--- config.mk ---
export PLATFORM = sky130hd
export DESIGN_NAME = booth_radix4_multiplier_flat
export DESIGN_NICKNAME = d
export VERILOG_FILES = /design/src/rtl/booth_radix4_multiplier_if.sv /design/src/rtl/booth_radix4_multiplier.sv /design/src/flat_wrapper.sv
export SDC_FILE = /design/constraint.sdc
export NUM_CORES = 1
export LEC_CHECK = 0
export CAP_MARGIN = 15
export CORE_MARGIN = 4
export CORE_UTILIZATION = 47
export CTS_CLUSTER_DIAMETER = 60
export CTS_CLUSTER_SIZE = 25
export DETAILED_ROUTE_END_ITERATION = 8
export HOLD_SLACK_MARGIN = 0.05
export PLACE_DENSITY = 0.7
export SYNTH_ARGS = -nofsm -noshare
export SYNTH_HDL_FRONTEND = slang
export SYNTH_SLANG_ARGS = --single-unit
--- constraint.sdc ---
create_clock -name clk -period 3.75 [get_ports clk]
set_input_delay 0.375 -clock clk [delete_from_list [all_inputs] [get_ports clk]]
set_output_delay 0.375 -clock clk [all_outputs]
set_load 0.1 [all_outputs]
--- src/rtl/booth_radix4_multiplier_if.sv ---
// Start/done handshake bundle for the radix-4 Booth multiplier.
// The master drives the request and operands; the slave returns status and the product.
interface booth_radix4_multiplier_if #(
  parameter int N = 8
);
  logic                  start;
  logic signed [N-1:0]   multiplicand;
  logic signed [N-1:0]   multiplier;
  logic                  busy;
  logic                  done;
  logic signed [2*N-1:0] product;

  modport master (
    output start, multiplicand, multiplier,
    input  busy, done, product
  );

  modport slave (
    input  start, multiplicand, multiplier,
    output busy, done, product
  );
endinterface

--- src/rtl/booth_radix4_multiplier.sv ---
// Sequential signed multiplier using radix-4 Booth recoding.
// It retires one Booth digit per clock, so a product takes N/2 cycles after acceptance.
module booth_radix4_multiplier #(
  parameter int N = 8
) (
  input  logic                          clk,
  input  logic                          rst_n,
  booth_radix4_multiplier_if.slave      bus
);
  localparam int W      = 2 * N;
  localparam int DIGITS = N / 2;
  localparam int CW     = (DIGITS > 1) ? $clog2(DIGITS) : 1;

  typedef enum logic {IDLE, CALC} state_t;

  state_t          state_q, state_d;
  logic [W-1:0]    a_q;      // multiplicand, pre-shifted by 2i
  logic [N:0]      b_q;      // {B, 1'b0}, shifted right by 2i
  logic [W-1:0]    acc_q;
  logic [CW-1:0]   cnt_q;
  logic [W-1:0]    prod_q;
  logic            done_q;

  logic            accept;
  logic            finish;
  logic            last;
  logic [W-1:0]    pp;
  logic [W-1:0]    acc_sum;

  assign last = (cnt_q == CW'(DIGITS - 1));

  // NOTE: sequential state uses non-blocking assignments so every flop samples
  // pre-edge values, independent of the order the blocks are evaluated in.
  always_ff @(posedge clk or negedge rst_n) begin
    if (!rst_n) state_q <= IDLE;
    else        state_q <= state_d;
  end

  // NOTE: every signal written here gets a default first, so no path through the
  // case leaves one unassigned and no latch is inferred.
  always_comb begin
    state_d = state_q;
    accept  = 1'b0;
    finish  = 1'b0;
    case (state_q)
      IDLE: begin
        if (bus.start) begin
          state_d = CALC;
          accept  = 1'b1;
        end
      end
      CALC: begin
        if (last) begin
          state_d = IDLE;
          finish  = 1'b1;
        end
      end
      default: state_d = IDLE;
    endcase
  end

  // The low three bits of b_q are the current triplet {B[2i+1], B[2i], B[2i-1]}.
  always_comb begin
    pp = '0;
    case (b_q[2:0])
      3'b001, 3'b010: pp = a_q;
      3'b011:         pp = a_q << 1;
      3'b100:         pp = -(a_q << 1);
      3'b101, 3'b110: pp = -a_q;
      default:        pp = '0;
    endcase
  end

  assign acc_sum = acc_q + pp;

  // NOTE: the datapath registers are plain flops, not a memory array, so they
  // are reset like any other state; this also clears product on an abort.
  always_ff @(posedge clk or negedge rst_n) begin
    if (!rst_n) begin
      a_q    <= '0;
      b_q    <= '0;
      acc_q  <= '0;
      cnt_q  <= '0;
      prod_q <= '0;
      done_q <= 1'b0;
    end else begin
      done_q <= finish;
      if (accept) begin
        a_q   <= {{N{bus.multiplicand[N-1]}}, bus.multiplicand};
        b_q   <= {bus.multiplier, 1'b0};
        acc_q <= '0;
        cnt_q <= '0;
      end else if (state_q == CALC) begin
        a_q   <= a_q << 2;
        b_q   <= b_q >> 2;
        acc_q <= acc_sum;
        cnt_q <= cnt_q + CW'(1);
      end
      if (finish) prod_q <= acc_sum;
    end
  end

  assign bus.busy    = (state_q == CALC);
  assign bus.done    = done_q;
  assign bus.product = prod_q;
endmodule

--- src/flat_wrapper.sv ---
// flat-port wrapper written by rule: the top's interface ports become plain ports
module booth_radix4_multiplier_flat 
#(
  parameter int N = 8
)
  (clk, rst_n, bus_start, bus_multiplicand, bus_multiplier, bus_busy, bus_done, bus_product);
  booth_radix4_multiplier_if #(.N(N)) bus_i ();
  input  logic clk;
  input  logic rst_n;
  input wire logic [$bits(bus_i.start)-1:0] bus_start;
  input wire logic [$bits(bus_i.multiplicand)-1:0] bus_multiplicand;
  input wire logic [$bits(bus_i.multiplier)-1:0] bus_multiplier;
  output wire logic [$bits(bus_i.busy)-1:0] bus_busy;
  output wire logic [$bits(bus_i.done)-1:0] bus_done;
  output wire logic [$bits(bus_i.product)-1:0] bus_product;
  assign bus_i.start = bus_start;
  assign bus_i.multiplicand = bus_multiplicand;
  assign bus_i.multiplier = bus_multiplier;
  assign bus_busy = bus_i.busy;
  assign bus_done = bus_i.done;
  assign bus_product = bus_i.product;
  booth_radix4_multiplier #(.N(N)) u_core (.clk(clk), .rst_n(rst_n), .bus(bus_i));
endmodule
**Word level (Yosys, flattened, before mapping)**

Index checks and enable logic that the tools add are counted.

- Output and inout port bits: 18
- Bits in registers: 61
- Logic and storage cells: 37
- Input bits: 19

- Bitwise gates (word level): 1
- Reductions and logical operators: 3
- Add/subtract/negate cells: 4
- Eq/ne operators: 7
- Mux-type cells: 15

Operators by type and width:

| operator | count |
|---|---|
| 16-bit two-way mux | 4 |
| 16-bit one-hot mux with 4 select lines | 1 |
| 16-bit negation | 2 |
| 9-bit two-way mux | 2 |
| 16-bit adder | 1 |
| 3-bit == test (second input constant) | 3 |
| 3-bit by 2-bit == test with 1-bit output (second input constant) | 2 |
| 1-bit two-way mux | 5 |
| 2-bit two-way mux | 2 |
| 2-bit OR reduction | 2 |
| 3-bit by 1-bit == test with 1-bit output (second input constant) | 1 |
| 2-bit by 1-bit adder with 2-bit output (second input constant) | 1 |
| 2-bit == test (second input constant) | 1 |
| 1-bit one-hot mux with 2 select lines | 1 |
| 2-bit nonzero test | 1 |
| 1-bit NOT | 1 |

**Longest topological paths before layout**

- Depth after elaboration: 6
- Gate-level depth with buffers: 17
- Mapped depth without buffers: 17

**Worst setup path after synthesis**

Ideal clock, no wire load.

- Kind: register to register
- Start: register u_core.a_q[1]
- End: register u_core.acc_q[15]
- Data required time: 3.670 ns
- Library setup time: 0.080 ns
- Path buffers: 0
- Slack: 0.125 ns
- Period minus slack after synthesis: 3.625 ns
- Cell stages (with the launch flop): 18
- Arrival: 3.545 ns
- Cell sequence: dfrtp_1 > inv_1 > ha_1 > nor3b_2 > nand3_1 > or3_1 > xor2_1 > mux2i_1 > or2_2 > a31oi_1 > ha_1 > a21oi_1 > o21bai_1 > a21oi_1 > o21ai_2 > and3_2 > or2_1 > o211ai_2

- Cells in the longest elaborated chain, start to end: 5
- Elaborated cells between the ends (all ways): 6
- Those cells by class: add/sub: 3; mux: 3

Ends and longest elaborated chain:

| element | RTL line | text |
|---|---|---|
| start: declaration | booth_radix4_multiplier.sv:17 | `logic [W-1:0] a_q;` |
| start signal: assignment | booth_radix4_multiplier.sv:89 | `a_q <= {{N{bus.multiplicand[N-1]}}, bus.multiplicand};` |
| start signal: assignment | booth_radix4_multiplier.sv:94 | `a_q <= a_q << 2;` |
| 16-bit negation, on equally long branches | booth_radix4_multiplier.sv:69, booth_radix4_multiplier.sv:68 |  |
| 16-bit one-hot mux with 4 select lines (*) | booth_radix4_multiplier.sv:65 | `case (b_q[2:0])` |
| 16-bit adder (*) | booth_radix4_multiplier.sv:74 | `assign acc_sum = acc_q + pp;` |
| 16-bit two-way mux (*) | booth_radix4_multiplier.sv:93 | `end else if (state_q == CALC) begin` |
| 16-bit two-way mux (*) | booth_radix4_multiplier.sv:88 | `if (accept) begin` |
| end signal: assignment | booth_radix4_multiplier.sv:96 | `acc_q <= acc_sum;` |
| end: declaration | booth_radix4_multiplier.sv:19 | `logic [W-1:0] acc_q;` |

Mark *: on every way between the ends. The rest lies on a longest branch, timed or not. The select of a mux whose other input is x is not followed.
A chain may end at the register's enable or synchronous reset.

**Final worst setup path**

Same ends and word-level chain as after synthesis.

==> results.tsv <==
metric	value	unit
yosys.area.top_type	dfrtp_1	
antennaDiodeCount	0	
path_cells	inv_1, ha_2, nor3b_4, buf_4, nand2_1, nand2_1, xnor2_1, a221oi_1, a31oi_1, ha_2, a21oi_2, o22ai_1, nor3_1, buf_4, o21ai_4, and3_2, or2_1, o211ai_2	
cts_tree	built	
max_freq	0.278	GHz
status	complete, no violations	
io_buffers	36	
clk_pin_slew	0.08	ns
worstSkewPairLatency	0.35	ns
pin_count	37	
cp.arrival	3.86	ns
die_w	102	um
cts.sinks	61	
start_util	0.480	
fp-row-count	34	
ys_seq_area_frac	0.368	
drt-total-wl	10600	um
layout_commonest_cell	dfrtp_1	
hold_buffers	0	
grt_usage	0.213	
dieArea	10400	um^2
gp_congestion	0.911	
hold_viol	0	
netlist_top_cells_area	dfrtp_1 37%, o21ai_0 5.6%, ha_1 5.1%	
finalMaxSlewViolations	0	
netlist.area_leader.share	0.368	
final_cell_area	5090	um^2
syn_inst	462	
wl_per_cell	16.8	um
placed_cell_area	4790	um^2
fin_crit	3.59	ns
grt_pass1_wl	17200	um
layout_common_cells	57 x dfrtp_1, 55 x nand2_1, 44 x buf_4	
drive_above_1_share	0.210	
yosysUniqueCellTypes	54	
cts_buffers	9	
core_area	8640	um^2
critPathMaxStageDelay	0.39	ns
first_pass_iters	4	
crit_slowest_cell	ha_2	
cts_root_buf	clkbuf_8	
cp-start-kind	register	
vias	3610	
syn_area_per_cell	8.98	um^2
ys_warn_count	0	
regToRegSetupSlack	0.16	ns
antenna_found_initial	0	
grt_max_degree	39	
crit_type	reg2reg	
route.detailed.drc	0	
cp.required	4.02	ns
fill_cells	784	
rr_startpoint	u_core.a_q[1]	
rsz0062_at_grt	true	
drt.antenna.violating_nets	0	
reg2reg_depth	18	
worst_pin_slew	0.971	ns
r2r-end	u_core.acc_q[15]	
setup_violations	0	
syn_nets	499	
clockBufferDepth	2	
max-cap-violations	0	
hold_class	in2async	
grt_overflow	0	
syn-cell-area	4150	um^2
slew_headroom	0.351	
h-tree-depth	3	
ys_ff_latch	61	
die_y	102	um
syn_to_final_growth	22.8	%
drtIter0Drc	149	
grt_pass1_vias	3494	
viasPerCell	5.71	
place_hpwl	7970	um
end_kind	register	
nNetsFinal	556	
period_share	0.958	
path_max_fanout	6	
fin_skew	0.00903	ns
[cells in the mapped netlist (all sizes together)]
library cell / number
a32oi: 1
o21a: 1
nor4: 3
a21oi: 35
xor2: 7
o21bai: 2
nand3: 6
nor3b: 1
a221oi: 5
o21ai: 47
nand2: 56
or3: 3
a211oi: 4
a221o: 2
o22ai: 1
o31ai: 2
xnor3: 1
a21boi: 1
buf: 10
o41ai: 1
fa: 1
xnor2: 24
dfrtp: 61
and3: 1
nor3: 8
a31oi: 8
ha: 17
nor2: 24
or4: 1
nand2b: 6
mux2: 18
a22o: 15
a22oi: 5
clkbuf: 23
and2: 3
a21o: 5
mux2i: 18
inv: 13
nor2b: 5
nand3b: 2
clkinv: 1
o211ai: 4
nand4: 5
or2: 5
[cell families after synthesis]
logic type      synth area share
compound gates             0.214
xor+xnor                  0.0709
fa+ha+maj                 0.0561
buf+inv                   0.0456
flops                      0.368
mux                       0.0923
simple gates               0.153
[registers in the layout, summed over array words and instances (netlist names)]
| name | count |
|---|---|
| u_core.bus.product | 16 |
| u_core.bus.done | 1 |
| u_core.bus.busy | 1 |
| u_core.b_q | 9 |
| u_core.a_q | 16 |
| u_core.cnt_q | 2 |
| u_core.acc_q | 16 |
[metrics by stage]
step / hold slack (ns) / TNS (ns) / instances / setup slack (ns) / util
floorplan: 0.0794 / 0 / 462 / 0.125 / -
global placement: 0.465 / 0 / 612 / 0.207 / 0.555
detailed placement: 0.473 / 0 / 612 / 0.0397 / 0.555
CTS: 0.104 / 0 / 628 / 0.0160 / 0.578
global route: 0.138 / -0.0625 / 632 / -0.0625 / 0.590
finish: 0.0960 / 0 / 632 / 0.157 / 0.590
[how the worst max path moves through the flow]
stage             startpoint               end
6_report       u_core.a_q[1]  u_core.acc_q[15]
5_1_grt        u_core.a_q[1]  u_core.acc_q[15]
4_1_cts        u_core.a_q[0]  u_core.acc_q[15]
3_5_place_dp   u_core.a_q[0]  u_core.acc_q[15]
3_3_place_gp   u_core.a_q[1]  u_core.acc_q[15]
2_1_floorplan  u_core.a_q[1]  u_core.acc_q[15]
[routing by layer]
layer / track usage / part of all wire / vias to the layer above
li1: - / - / 1764
met1: 0.260 / 0.43 / 1745
met2: 0.362 / 0.49 / 72
met3: 0.0444 / 0.039 / 29
met4: 0.0959 / 0.037 / 0
met5: 0 / 0 / -
[final cells by class]
cell class              instances  area (um^2)  area share
multi-input cells             354         2500       0.491
flip-flops and latches         61         1530       0.301
repair buffers                 79          676       0.133
well taps                     108          135      0.0265
clock buffers                   9          124      0.0243
clock inverters                 7         75.1      0.0147
inverters                      14         52.6      0.0103
[critical path, delay by kind of cell, from the launching register on]
family	cells	cell delay (ns)
fa+ha+maj	2	0.58
buf+inv	3	0.42
xor+xnor	1	0.17
flops	1	0.38
compound gates	6	0.94
simple gates	6	1.02
[what timing repair did]
action | CTS | global route
buffers inserted | 0 | 4
endpoints found under the hold margin | 0 | 0
endpoints found under the setup margin | 0 | 6
gates resized for setup | 0 | 20
Power is left out: the tool's default activity adds up to more than one toggle a clock period on the data nets, which glitch-free logic cannot reach.
